`config.mk`:
```
export PLATFORM = sky130hd
export DESIGN_NAME = reg_dump_unit_flat
export DESIGN_NICKNAME = d
export VERILOG_FILES = /design/src/rtl/reg_dump_pkg.sv /design/src/rtl/reg_dump_if.sv /design/src/rtl/reg_dump_unit.sv /design/src/flat_wrapper.sv
export SDC_FILE = /design/constraint.sdc
export NUM_CORES = 1
export LEC_CHECK = 0
export ABC_AREA = 1
export CAP_MARGIN = 0
export CORE_MARGIN = 4
export CORE_UTILIZATION = 62
export CTS_CLUSTER_SIZE = 14
export DETAILED_ROUTE_END_ITERATION = 10
export DONT_BUFFER_PORTS = 1
export PLACE_DENSITY = 0.9
export SLEW_MARGIN = 20
export SYNTH_ARGS = -nofsm -noshare
export SYNTH_HDL_FRONTEND = slang
export SYNTH_SLANG_ARGS = --single-unit
```
`constraint.sdc`:
```
create_clock -name clk -period 1.75 [get_ports clk]
set_clock_uncertainty 0.15 [all_clocks]
set_input_delay 0.175 -clock clk [delete_from_list [all_inputs] [get_ports clk]]
set_output_delay 0.175 -clock clk [all_outputs]
set_load 0.01 [all_outputs]
```
`src/rtl/reg_dump_pkg.sv`:
```
// Shared types and sizes for the register-file dump engine.
// REG_DUMP_CHECKSUM_EN adds the SUM state (trailing checksum beat).
package reg_dump_pkg;

  localparam int REG_IDX_W    = 5;
  localparam int NUM_REGS_DEF = 32;
  localparam int XLEN_DEF     = 32;

  typedef enum logic [2:0] {
    IDLE = 3'd0,
    HALT = 3'd1,
    READ = 3'd2,
    SEND = 3'd3,
    DONE = 3'd4
`ifdef REG_DUMP_CHECKSUM_EN
    ,
    SUM  = 3'd5
`endif
  } dump_state_t;

endpackage

```
`src/rtl/reg_dump_if.sv`:
```
// Valid/ready beat stream carrying dumped register values.
// REG_DUMP_CHECKSUM_EN adds out_is_sum to mark the checksum beat.
interface reg_dump_if
  import reg_dump_pkg::*;
#(
  parameter int XLEN = XLEN_DEF
);
  logic                 out_valid;
  logic                 out_ready;
  logic [XLEN-1:0]      out_data;
  logic [REG_IDX_W-1:0] out_idx;
  logic                 out_last;
`ifdef REG_DUMP_CHECKSUM_EN
  logic                 out_is_sum;
`endif

  modport master (
    output out_valid, out_data, out_idx, out_last,
`ifdef REG_DUMP_CHECKSUM_EN
    output out_is_sum,
`endif
    input  out_ready
  );

  modport slave (
    input  out_valid, out_data, out_idx, out_last,
`ifdef REG_DUMP_CHECKSUM_EN
    input  out_is_sum,
`endif
    output out_ready
  );
endinterface

```
`src/rtl/reg_dump_unit.sv`:
```
// Halts the core, walks a register range through a read port and streams it out.
// REG_DUMP_CHECKSUM_EN appends a modulo-2^XLEN checksum beat after the last register.
module reg_dump_unit
  import reg_dump_pkg::*;
#(
  parameter int NUM_REGS = NUM_REGS_DEF,
  parameter int XLEN     = XLEN_DEF
) (
  input  logic                 clk,
  input  logic                 rst_n,
  input  logic                 start,
  input  logic [REG_IDX_W-1:0] first_reg,
  input  logic [REG_IDX_W-1:0] last_reg,
  output logic                 halt_req,
  input  logic                 halt_ack,
  output logic [REG_IDX_W-1:0] rf_addr,
  input  logic [XLEN-1:0]      rf_data,
  output logic                 busy,
  output logic                 done,
  reg_dump_if.master           dump
);

  localparam int unsigned LAST_IDX = NUM_REGS - 1;

  dump_state_t          state_r, state_s;
  logic [REG_IDX_W-1:0] idx_r, last_r;
  logic [XLEN-1:0]      out_data_r;
  logic [REG_IDX_W-1:0] out_idx_r;
  logic                 out_last_r, out_valid_r, halt_req_r, busy_r, done_r;
  logic                 range_ok_s, idx_last_s, fire_s;
`ifdef REG_DUMP_CHECKSUM_EN
  logic [XLEN-1:0]      sum_r;
  logic                 out_is_sum_r;
`endif

  assign range_ok_s = (first_reg <= last_reg) && (32'(last_reg) <= LAST_IDX);
  assign idx_last_s = (idx_r == last_r);
  assign fire_s     = out_valid_r && dump.out_ready;

  // Next-state logic for the dump sequencer.
  always_comb begin
    state_s = state_r;
    case (state_r)
      IDLE: begin
        if (start) begin
          if (range_ok_s) state_s = HALT;
          else            state_s = DONE;
        end else begin
          state_s = IDLE;
        end
      end
      HALT: begin
        if (halt_ack) state_s = READ;
        else          state_s = HALT;
      end
      READ: state_s = SEND;
      SEND: begin
        if (fire_s) begin
`ifdef REG_DUMP_CHECKSUM_EN
          if (idx_last_s) state_s = SUM;
`else
          if (idx_last_s) state_s = DONE;
`endif
          else            state_s = READ;
        end else begin
          state_s = SEND;
        end
      end
`ifdef REG_DUMP_CHECKSUM_EN
      SUM: begin
        if (fire_s) state_s = DONE;
        else        state_s = SUM;
      end
`endif
      DONE:    state_s = IDLE;
      default: state_s = IDLE;
    endcase
  end

  // State, index, captured beat and flag registers; flags follow the next state.
  always_ff @(posedge clk) begin
    if (!rst_n) begin
      state_r      <= IDLE;
      idx_r        <= '0;
      last_r       <= '0;
      out_data_r   <= '0;
      out_idx_r    <= '0;
      out_last_r   <= 1'b0;
      out_valid_r  <= 1'b0;
      halt_req_r   <= 1'b0;
      busy_r       <= 1'b0;
      done_r       <= 1'b0;
`ifdef REG_DUMP_CHECKSUM_EN
      sum_r        <= '0;
      out_is_sum_r <= 1'b0;
`endif
    end else begin
      state_r     <= state_s;
`ifdef REG_DUMP_CHECKSUM_EN
      halt_req_r  <= (state_s == HALT) || (state_s == READ) || (state_s == SEND) || (state_s == SUM);
      out_valid_r <= (state_s == SEND) || (state_s == SUM);
`else
      halt_req_r  <= (state_s == HALT) || (state_s == READ) || (state_s == SEND);
      out_valid_r <= (state_s == SEND);
`endif
      busy_r      <= (state_s != IDLE);
      done_r      <= (state_s == DONE);

      if (state_r == IDLE && start) begin
        idx_r  <= first_reg;
        last_r <= last_reg;
      end else if (state_r == SEND && fire_s && !idx_last_s) begin
        idx_r <= idx_r + 5'd1;
      end

      if (state_r == READ) begin
        out_data_r <= rf_data;
        out_idx_r  <= idx_r;
`ifdef REG_DUMP_CHECKSUM_EN
        // The checksum beat, not the last register, carries out_last.
        out_last_r   <= 1'b0;
        out_is_sum_r <= 1'b0;
        sum_r        <= sum_r + rf_data;
`else
        out_last_r <= idx_last_s;
`endif
      end
`ifdef REG_DUMP_CHECKSUM_EN
      else if (state_r == SEND && fire_s && idx_last_s) begin
        out_data_r   <= sum_r;
        out_idx_r    <= {REG_IDX_W{1'b1}};
        out_last_r   <= 1'b1;
        out_is_sum_r <= 1'b1;
      end else if (state_r == IDLE && start) begin
        sum_r <= '0;
      end
`endif
    end
  end

  assign halt_req       = halt_req_r;
  assign rf_addr        = idx_r;
  assign busy           = busy_r;
  assign done           = done_r;
  assign dump.out_valid = out_valid_r;
  assign dump.out_data  = out_data_r;
  assign dump.out_idx   = out_idx_r;
  assign dump.out_last  = out_last_r;
`ifdef REG_DUMP_CHECKSUM_EN
  assign dump.out_is_sum = out_is_sum_r;
`endif

endmodule

```
`src/flat_wrapper.sv`:
```
// flat-port wrapper written by rule: the top's interface ports become plain ports
module reg_dump_unit_flat import reg_dump_pkg::*;
#(
  parameter int NUM_REGS = NUM_REGS_DEF,
  parameter int XLEN     = XLEN_DEF
)
  (clk, rst_n, start, first_reg, last_reg, halt_req, halt_ack, rf_addr, rf_data, busy, done, dump_out_valid, dump_out_data, dump_out_idx, dump_out_last, dump_out_ready);
  reg_dump_if #(.XLEN(XLEN)) dump_i ();
  input  logic clk;
  input  logic rst_n;
  input  logic start;
  input  logic [REG_IDX_W-1:0] first_reg;
  input  logic [REG_IDX_W-1:0] last_reg;
  output logic halt_req;
  input  logic halt_ack;
  output logic [REG_IDX_W-1:0] rf_addr;
  input  logic [XLEN-1:0] rf_data;
  output logic busy;
  output logic done;
  output wire logic [$bits(dump_i.out_valid)-1:0] dump_out_valid;
  output wire logic [$bits(dump_i.out_data)-1:0] dump_out_data;
  output wire logic [$bits(dump_i.out_idx)-1:0] dump_out_idx;
  output wire logic [$bits(dump_i.out_last)-1:0] dump_out_last;
  input wire logic [$bits(dump_i.out_ready)-1:0] dump_out_ready;
  assign dump_out_valid = dump_i.out_valid;
  assign dump_out_data = dump_i.out_data;
  assign dump_out_idx = dump_i.out_idx;
  assign dump_out_last = dump_i.out_last;
  assign dump_i.out_ready = dump_out_ready;
  reg_dump_unit #(.NUM_REGS(NUM_REGS), .XLEN(XLEN)) u_core (.clk(clk), .rst_n(rst_n), .start(start), .first_reg(first_reg), .last_reg(last_reg), .halt_req(halt_req), .halt_ack(halt_ack), .rf_addr(rf_addr), .rf_data(rf_data), .busy(busy), .done(done), .dump(dump_i));
endmodule
```
After elaboration in Yosys (flattened, before gate mapping):

Index checks and enable logic that the tools add are counted.

* bits in registers: 55
* word-level logic and storage cells: 38

* $add $sub $neg: 1
* $lt $le $gt $ge: 1
* equality and inequality tests: 8
* muxes and demuxes: 8
* reduce and logical (&&, ||, !) cells: 10

Operators by type and width (count)
* $eq A3 B2 Y1 const B: 4
* $mux W3: 4
* $pmux W3 S4: 1
* $mux W5: 2
* $eq A3 B1 Y1 const B: 2
* $add A5 B1 Y5 const B: 1
* $eq A5 B5 Y1: 1
* $le A5 B5 Y1: 1
* $logic_and A1 B1 Y1: 4
* $eq A3 B3 Y1 const B: 1
* $logic_not A3 Y1: 1
* $reduce_bool A3 Y1: 1
* $logic_or A1 B1 Y1: 2
* $mux W2: 1
* $reduce_bool A2 Y1: 1
* $logic_not A1 Y1: 1

Longest topological paths before layout:

Gate-level depths: netlist of the first run.

* depth after elaboration: 7
* depth in mapped cells: 11
* gate-level depth less buffers: 11

Least setup slack after synthesis of the first run:

OpenSTA, ideal clock, no wires.

* path kind: reg-to-reg
* start: register u_core.idx_r[0] (netlist: u_core.rf_addr[0])
* end: register u_core.idx_r[4] (netlist: u_core.rf_addr[4])
* arrival: 1.183 ns
* required time: 1.469 ns
* slack: 0.287 ns
* stages on the path, launching flop included: 10
* clock period less this slack: 1.463 ns
* cells stage by stage: dfxtp_1 inv_1 nand2_1 nand2_1 nor2_1 nand3_2 nand2_4 nand2_2 nand2_1 a21oi_2

* longest elaborated chain between the ends: 4
* elaborated cells between the ends (all ways): 7

RTL lines
* start, declared: line reg_dump_unit.sv:26 `logic [REG_IDX_W-1:0] idx_r, last_r;`
* start signal, assigned: line reg_dump_unit.sv:110 `idx_r <= first_reg;`
* start signal, assigned: line reg_dump_unit.sv:113 `idx_r <= idx_r + 5'd1;`
* parallel branches: the longest is 4 deep, another holds $add A5 B1 Y5

Parallel ways; which one is timed is not known. The select of a mux whose other input is x is not followed.
A chain may end at the register's enable or synchronous reset.

Worst setup path in the final report of the first run:

* start: register u_core.idx_r[1] (netlist: u_core.rf_addr[1])
* end: register u_core.idx_r[2] (netlist: u_core.rf_addr[2])

The elaborated chain is that of the path after synthesis.

==> results.cfg, run 1 <==
[outcome]
status = complete, no violations

[final_layout]
drive_above_1_share_pct = 8.79
final_cell_mix = nand2_1 (113), dfxtp_1 (55), a21oi_1 (48)
nets = 417
mostFrequentLayoutCell = nand2_1
area_growth_pct = 27.1

[place]
routabilityCongestion = 0.803
port-buffer-count = 0
dpl.hpwl_mm = 3.85

[global_routing]
grt_pass1_wl_mm = 9.54
grt_pass1_vias = 2091
grt_overflow = 0
grt_max_degree = 34
grt_usage_pct = 27.6
antenna_found_initial = 0

[worst_setup_path]
crit_fanout = 6
cp_slowest_cell = dfxtp_1
cpMostUsedCell = nand2_1
slowest_delay_ns = 0.50
timing_worst_setup_path_type = reg2reg
reg2reg_from = u_core.rf_addr[1]
worstPathArrival_ns = 1.61
r2r_end = u_core.rf_addr[2]
worstRegToRegCells = 9
worstPathCellList = nand2_1 > nand2_1 > inv_1 > nor2_1 > nand3_2 > nand2_4 > nand2_2 > nand2_1 > a21oi_1
cp.required_ns = 1.80
r2r_setup_slack_ns = 0.19
crit_path_end_kind = flip-flop
critPathLaunchType = flip-flop

[clock_tree]
h-tree-depth = 2
post-cts-setup-buffers = 0
cts-root-buf = clkbuf_8
cts_buffer_depth = 2
clock_sinks = 55
clock_latency_ns = 0.30
numCtsBuffers = 5
clkTransAtPathRegs_ns = 0.09
cts_tree = built

[job]
cap_violations = 0

[route]
dr_total_vias = 2197
drtIter0Drc = 136
post-route-drc-count = 0
final_antenna_net_count = 0
via_per_inst = 5.35
wl_mm = 6.25
dr.pass1.iters = 4
wl_per_cell_um = 15.2

[sta]
rsz0062_at_grt = no
finalMaxSlewViolations = 0
period_needed_ns = 1.56
setup_violations = 0
maxSlewHeadroom_pct = 71.6
post-route-period-util_pct = 89.3
fin_tns_setup_ns = 0
hold_violations = 0
fmax_ghz = 0.640
worst_slew_pin_slew_ns = 0.425

[die]
row_count = 21
dieArea_um2 = 4760
dieHeight_um = 69.0
die_w_um = 69.0
core-area_um2 = 3470
design.portCount = 94
start_util_pct = 66.5

[yosys]
ys_types = 22
ys_warn_count = 0
synth-xor-area-share_pct = 1.14
ys_seq_elements = 55
syn_area_um2 = 2310
synth-simple-area-share_pct = 25.7
netlist_instances = 318
syn-num-nets = 371
seq_area_frac_synth_pct = 47.7
synth_compound_area_share_pct = 14.5
synth_top_family_by_area = simple AND/OR/NAND/NOR gates
synthAdderAreaFrac_pct = 3.26
yosys-mux-area-fraction_pct = 0
synth-edff-count = 0
synth.largest_area_cell = dfxtp_1
syn_area_per_cell_um2 = 7.25
async_reset_ff_share_pct = 0
ys.flop_type = dfxtp_1
netlist.area_leader.share_pct = 47.7
synth.area.top_cells = dfxtp_1 (48%), nand2_1 (19%), a21oi_1 (10%)

[pwr]
max-vdd-ir-drop_uv = 544
leakagePower_nw = 1.25
p_per_area_nw_per_um2 = 940
power_mw = 2.75

[worst_hold_path]
hold_depth = 2
min_from = last_reg[3]
hold_path_end = u_core.last_r[3]
holdCritPathClass = in2reg
cell families after synthesis:
kind of cell	Yosys count
flip-flops	55
XOR/XNOR	3
AND/OR/NAND/NOR	144
buffers and inverters	45
adder cells (fa/ha/maj)	6
AO/OA/AOI/OAI	65
what timing repair did:
action                                 CTS  global route
setup endpoints to repair                0             5
endpoints found under the hold margin   52             0
resized for setup                        0             6
hold buffers                            42             0
per-stage QoR:
stage	hold WS (ns)	setup slack, ns	instance area (um^2)	instances	utilization (%)
2_1_floorplan	0.159	0.287	2310	318	-
3_3_place_gp	0.169	0.250	2380	361	68.7
5_1_grt	0.000540	0.0102	2930	410	84.4
4_1_cts	0.0163	0.111	2910	410	83.8
3_5_place_dp	0.172	0.224	2380	361	68.7
6_report	0.0140	0.187	2930	411	84.5
critical path: cells and delay by family, from the launching register on:
| family | cells | cell delay, ns |
|---|---|---|
| flops | 1 | 0.50 |
| buf+inv | 1 | 0.04 |
| compound gates | 1 | 0.06 |
| simple gates | 7 | 0.71 |
worst max-delay path by stage:
stage | start | to | slack [ns] | cells past startpoint
detailed placement | u_core.rf_addr[1] | u_core.rf_addr[2] | 0.22 | 9
finish | u_core.rf_addr[1] | u_core.rf_addr[2] | 0.19 | 9
global route | u_core.state_r[1] | u_core.busy | 0.01 | 7
global placement | u_core.rf_addr[1] | u_core.rf_addr[4] | 0.25 | 9
CTS | last_reg[4] | u_core.busy | 0.11 | 12
floorplan | u_core.rf_addr[0] | u_core.rf_addr[4] | 0.29 | 9
sequential cells by signal, summed over array words and instances (netlist names):
name,cells
u_core.busy,1
u_core.done,1
u_core.dump.out_data,32
u_core.dump.out_idx,5
u_core.dump.out_last,1
u_core.dump.out_valid,1
u_core.halt_req,1
u_core.last_r,5
u_core.rf_addr,5
u_core.state_r,3
power by group:
part | internal, mW | switching (mW) | total [mW]
logic | 0.218 | 0.300 | 0.518
clock network | 0.419 | 0.371 | 0.791
registers | 1.35 | 0.101 | 1.45
total | 1.98 | 0.772 | 2.75
Yosys cell counts, types with 2 or more instances:
cell,instances
a21oi_1,48
buf_1,2
buf_2,6
clkbuf_1,5
dfxtp_1,55
ha_1,6
inv_1,28
inv_2,4
nand2_1,114
nand2_2,2
nand3_1,14
nand3_2,2
nand4_1,3
nor2_1,7
o21ai_0,14
xnor2_1,2
final cells by class:
class	instances	area, um^2
timing repair buffer	52	498
clock buffer	6	72.6
inverter	32	120
antenna	1	2.50
clock inverter	1	30.0
fill	211	538
sequential	55	1100
multi-input combinational	218	1050
tap	46	57.6
metal layers:
| metal | vias to the layer above | global-route usage [%] | routed length (um) |
|---|---|---|---|
| met5 | - | 0 | 0 |
| met4 | 0 | 9.73 | 91 |
| met3 | 11 | 9.72 | 612 |
| met2 | 88 | 51.9 | 3320 |
| met1 | 995 | 27.9 | 2230 |
| li1 | 1103 | - | - |
(Power assumes the default switching activity.)
==> inputs of run 2 (changes only) <==
Settings changed: REMOVE_ABC_BUFFERS set to 1.
==> run 2 against run 1 <==
Flip-flop and latch count stayed put. Non-clock buffer count is 3 lower. Maximum frequency is 8.4% lower. Critical path type is now in2reg.
==> results.cfg, run 2 (same netlist as run 1, synthesis figures left out) <==
[outcome]
status = complete, no violations

[clock_tree]
h-tree-depth = 2
clock_sinks = 55
clkTransAtPathRegs_ns = 0.10
clock_latency_ns = 0.30
cts_tree = built
numCtsBuffers = 5
cts-root-buf = clkbuf_8
cts_buffer_depth = 2

[final_layout]
nets = 414
design_area_um2 = 2910
mostFrequentLayoutCell = nand2_1
multi_input_area_um2 = 1040
antenna_cells = 0
layout.area.seq_um2 = 1100
area_growth_pct = 26.3
fillCellCount = 216
drive_above_1_share_pct = 8.56
final_cell_mix = nand2_1 (113), dfxtp_1 (55), a21oi_1 (48)
post-route-util_pct = 84.0
largest_reg_flops = 32

[route]
dr_total_vias = 2196
dr.pass1.iters = 4
via_per_inst = 5.38
post-route-drc-count = 0
wl_mm = 6.27
final_antenna_net_count = 0
drtIter0Drc = 130
wl_per_cell_um = 15.4

[worst_setup_path]
worstRegToRegCells = 7
cp.required_ns = 1.79
r2r_end = u_core.rf_addr[2]
critPathLaunchType = primary input
crit_fanout = 3
worstPathArrival_ns = 1.75
crit_path_end_kind = flip-flop
r2r_setup_slack_ns = 0.18
reg2reg_from = u_core.state_r[1]
timing_worst_setup_path_type = in2reg

[die]
row_count = 21
design.portCount = 94
dieHeight_um = 69.0
dieArea_um2 = 4760
die_w_um = 69.0
core-area_um2 = 3470
start_util_pct = 66.5

[global_routing]
grt_pass1_wl_mm = 9.08
grt_max_degree = 35
gr-usage-met2_pct = 45.6
grt_overflow = 0
grt_pass1_vias = 2024
grt_usage_pct = 25.8
antenna_found_initial = 0
use_met1_pct = 30.2
use_met3_pct = 7.62
grt-busiest-layer = met2

[sta]
fmax_ghz = 0.586
worst_slew_pin_slew_ns = 0.560
finalMaxSlewViolations = 0
setup_violations = 0
post-route-period-util_pct = 97.5
hold_violations = 0
maxSlewHeadroom_pct = 62.6
holdWs_ns = 0.00759
period_needed_ns = 1.71

[place]
routabilityCongestion = 0.891
port-buffer-count = 0
placed_area_um2 = 2410
dpl.hpwl_mm = 4.05

[pwr]
p_per_area_nw_per_um2 = 923
combPwrFrac_pct = 19.8
power_frac_seq_pct = 53.8
leakagePower_nw = 1.24
switching_share_pct = 30.7
p_sw_uw = 825
intPower_mw = 1.86
power_frac_clock_pct = 26.4
max-vdd-ir-drop_uv = 687

[job]
cap_violations = 0

[worst_hold_path]
hold_depth = 4
min_from = first_reg[2]
holdCritPathClass = in2reg
hold_path_end = u_core.rf_addr[2]
-- run 2: cell types whose count changed in the layout (fill, tap and decap cells not counted), sizes merged --
cell          delta
inv              +1
dlygate4sd3      -1
clkbuf           -1
buf              -1
dlymetal6s4s     -1
clkinvlp         +1
bufinv           -1
diode            -1
clkinv           +1
-- run 2: timing repair --
| action | CTS | global route |
|---|---|---|
| endpoints found under the hold margin | 50 | 0 |
| hold buffers | 40 | 0 |
| setup buffers | 0 | 0 |
| setup endpoints to repair | 0 | 3 |
| resized for setup | 0 | 3 |
-- run 2: power by group through the flow --
stage,Clock (mW),Sequential [mW],Combinational [mW]
CTS,0.716,1.45,0.519
floorplan,0,1.46,0.307
global route,0.776,1.46,0.594
detailed placement,0,1.47,0.441
finish,0.709,1.45,0.533
global placement,0,1.47,0.423
-- run 2: area by class of cell --
cell class,instances,area share [%]
Sequential cell,55,37.8
Multi-Input combinational cell,218,35.6
Timing Repair Buffer,49,17.4
Inverter,32,4.12
Clock buffer,5,2.36
Tap cell,46,1.98
Clock inverter,3,0.816
-- run 2: how the worst max path moves through the flow --
stage,from,end,slack [ns],depth (start not counted)
after floorplan,u_core.state_r[1],u_core.dump.out_idx[0],0.05,6
after global placement,u_core.rf_addr[1],u_core.rf_addr[4],0.29,9
after detailed placement,u_core.state_r[1],u_core.rf_addr[2],0.19,7
after CTS,last_reg[4],u_core.busy,0.08,12
after global routing,last_reg[4],u_core.busy,-0.07,12
final,last_reg[4],u_core.busy,0.04,12
-- run 2: per-stage QoR --
step                TNS, ns  std cells  setup slack [ns]  total power [mW]
floorplan                 0        305            0.0500              1.77
global placement          0        360             0.287              1.89
detailed placement        0        360             0.193              1.91
CTS                       0        408            0.0845              2.68
global route         -0.140        408           -0.0691              2.83
finish                    0        408            0.0433              2.69
-- run 2: metal layers --
metal / share of wire, % / vias to the layer above
met5: 0 / -
met4: 1.5 / 0
met3: 8.6 / 10
met2: 53 / 89
met1: 37 / 993
li1: - / 1104
-- run 2: worst max-delay path, cell delays in order --
cell	delay, ns
dlygate4sd3_1	0.53
inv_1	0.05
ha_1	0.29
nand2_1	0.07
inv_2	0.06
nand4_1	0.14
nand3_2	0.12
nand2_1	0.06
nand2_1	0.06
nand2_1	0.06
nand2_2	0.07
nand3_1	0.08
==> inputs of run 3 (changes only) <==
Settings changed: HOLD_SLACK_MARGIN set to 0.08.
==> run 3 against run 2 <==
Worst hold slack better by 0.088 ns. Maximum frequency up 7.1%. Combinational power increased by 4.1%. Register-to-register slack got worse by 0.02 ns. Sequential share of layout area is 0.95 points lower. Final cell count is 1.5% higher. Routed wire length rose by 2.1%. Cell area rose by 2.6%. Via count up 2.8%. Flip-flop and latch count did not move. Power rose by 0.47%. Sequential power about the same. Critical endpoint is now u_core.rf_addr[4]. Largest power group unchanged. Highest routed layer unchanged.
==> results.cfg, run 3 (same netlist as run 1, synthesis figures left out) <==
[clock_tree]
cts_tree = built
h-tree-depth = 2
clock_latency_ns = 0.30
clock_sinks = 55
clkTransAtPathRegs_ns = 0.10
cts_buffer_depth = 2
cts-root-buf = clkbuf_8
numCtsBuffers = 5

[sta]
period_needed_ns = 1.59
post-route-period-util_pct = 91.0
finalMaxSlewViolations = 0
holdWs_ns = 0.0951
fin_tns_setup_ns = 0
worst_slew_pin_slew_ns = 0.561
hold_violations = 0
maxSlewHeadroom_pct = 62.5
setup_violations = 0
fmax_ghz = 0.628
rsz0062_at_grt = no

[worst_setup_path]
worstPathArrival_ns = 1.65
r2r_setup_slack_ns = 0.16
crit_path_end_kind = flip-flop
r2r_end = u_core.rf_addr[4]
worstRegToRegCells = 9
cp.required_ns = 1.80
timing_worst_setup_path_type = reg2reg
reg2reg_from = u_core.rf_addr[1]
crit_fanout = 6
critPathLaunchType = flip-flop

[pwr]
leakagePower_nw = 1.27
p_per_area_nw_per_um2 = 904
power_mw = 2.70
max-vdd-ir-drop_uv = 681

[worst_hold_path]
min_from = halt_ack
holdCritPathClass = in2reg
hold_path_end = u_core.state_r[1]
hold_depth = 6

[place]
placed_area_um2 = 2410
dpl.hpwl_mm = 4.05
routabilityCongestion = 0.891
port-buffer-count = 0

[final_layout]
final_cell_mix = nand2_1 (113), dfxtp_1 (55), a21oi_1 (48)
mostFrequentLayoutCell = nand2_1
post-route-util_pct = 86.1
area_growth_pct = 29.6
antenna_cells = 0
largest_reg_flops = 32
drive_above_1_share_pct = 8.97
nets = 420
design_area_um2 = 2990

[die]
core-area_um2 = 3470
design.portCount = 94
start_util_pct = 66.5
row_count = 21
die_w_um = 69.0
dieHeight_um = 69.0
dieArea_um2 = 4760

[global_routing]
grt_max_degree = 35
use_met3_pct = 7.29
antenna_found_initial = 0
grt_pass1_vias = 2102
gr-usage-met2_pct = 48.3
grt_usage_pct = 26.5
grt-busiest-layer = met2
grt_pass1_wl_mm = 9.28
use_met1_pct = 29.4
grt_overflow = 0

[route]
dr_total_vias = 2258
post-route-drc-count = 0
via_per_inst = 5.45
wl_mm = 6.41
dr.pass1.iters = 5
final_antenna_net_count = 0
wl_per_cell_um = 15.5
drtIter0Drc = 169

[outcome]
status = complete, no violations

[job]
cap_violations = 0
-- run 3: cell count changes in the layout (fill, tap and decap cells not counted) --
cell and change:
dlymetal6s4s_1 +1, inv_1 -1, ha_1 -1, dlygate4sd3_1 +5, ha_4 +1, inv_2 +1
-- run 3: final cells by class --
class / instances / area, um^2
clock buffers: 5 / 68.8
inverters: 32 / 120
well taps: 46 / 57.6
fillers: 192 / 480
multi-input cells: 218 / 1050
repair buffers: 55 / 568
clock inverters: 3 / 23.8
flip-flops and latches: 55 / 1100
-- run 3: power breakdown --
| part | internal (mW) | switching [mW] |
|---|---|---|
| Combinational | 0.239 | 0.316 |
| Clock | 0.289 | 0.410 |
| Sequential | 1.35 | 0.101 |
| Total | 1.87 | 0.827 |
-- run 3: per-stage QoR --
stage,worst slack (ns),std cells
6_report,0.157,414
3_5_place_dp,0.193,360
2_1_floorplan,0.0500,305
5_1_grt,0.0121,414
3_3_place_gp,0.287,360
4_1_cts,0.0845,414
-- run 3: how the worst max path moves through the flow --
| stage | start | depth (start not counted) | slack, ns | endpoint |
|---|---|---|---|---|
| after floorplan | u_core.state_r[1] | 6 | 0.05 | u_core.dump.out_idx[0] |
| after global placement | u_core.rf_addr[1] | 9 | 0.29 | u_core.rf_addr[4] |
| after detailed placement | u_core.state_r[1] | 7 | 0.19 | u_core.rf_addr[2] |
| after CTS | last_reg[4] | 12 | 0.08 | u_core.busy |
| after global routing | u_core.rf_addr[1] | 8 | 0.01 | u_core.rf_addr[1] |
| final | u_core.rf_addr[1] | 9 | 0.16 | u_core.rf_addr[4] |
-- run 3: what timing repair did --
| action | 4_1_cts | 5_1_grt |
|---|---|---|
| resized for setup | 0 | 6 |
| endpoints found under the hold margin | 54 | 0 |
| hold buffers | 46 | 0 |
| setup endpoints to repair | 0 | 5 |
| buffers inserted | 0 | 0 |
-- run 3: worst max-delay path, cell delays in order, from the launching register on --
cell and delay (ns):
dfxtp_1 0.51, nand2_1 0.09, nand2_1 0.10, inv_1 0.04, nor2_1 0.15, nand3_2 0.12, nand2_4 0.11, nand2_2 0.08
nand2_1 0.08, a21oi_2 0.05
-- run 3: per-layer routing --
metal / vias to the layer above / routed length (um)
li1: 1114 / -
met1: 1032 / 2340
met2: 100 / 3400
met3: 12 / 570
met4: 0 / 99
met5: - / 0
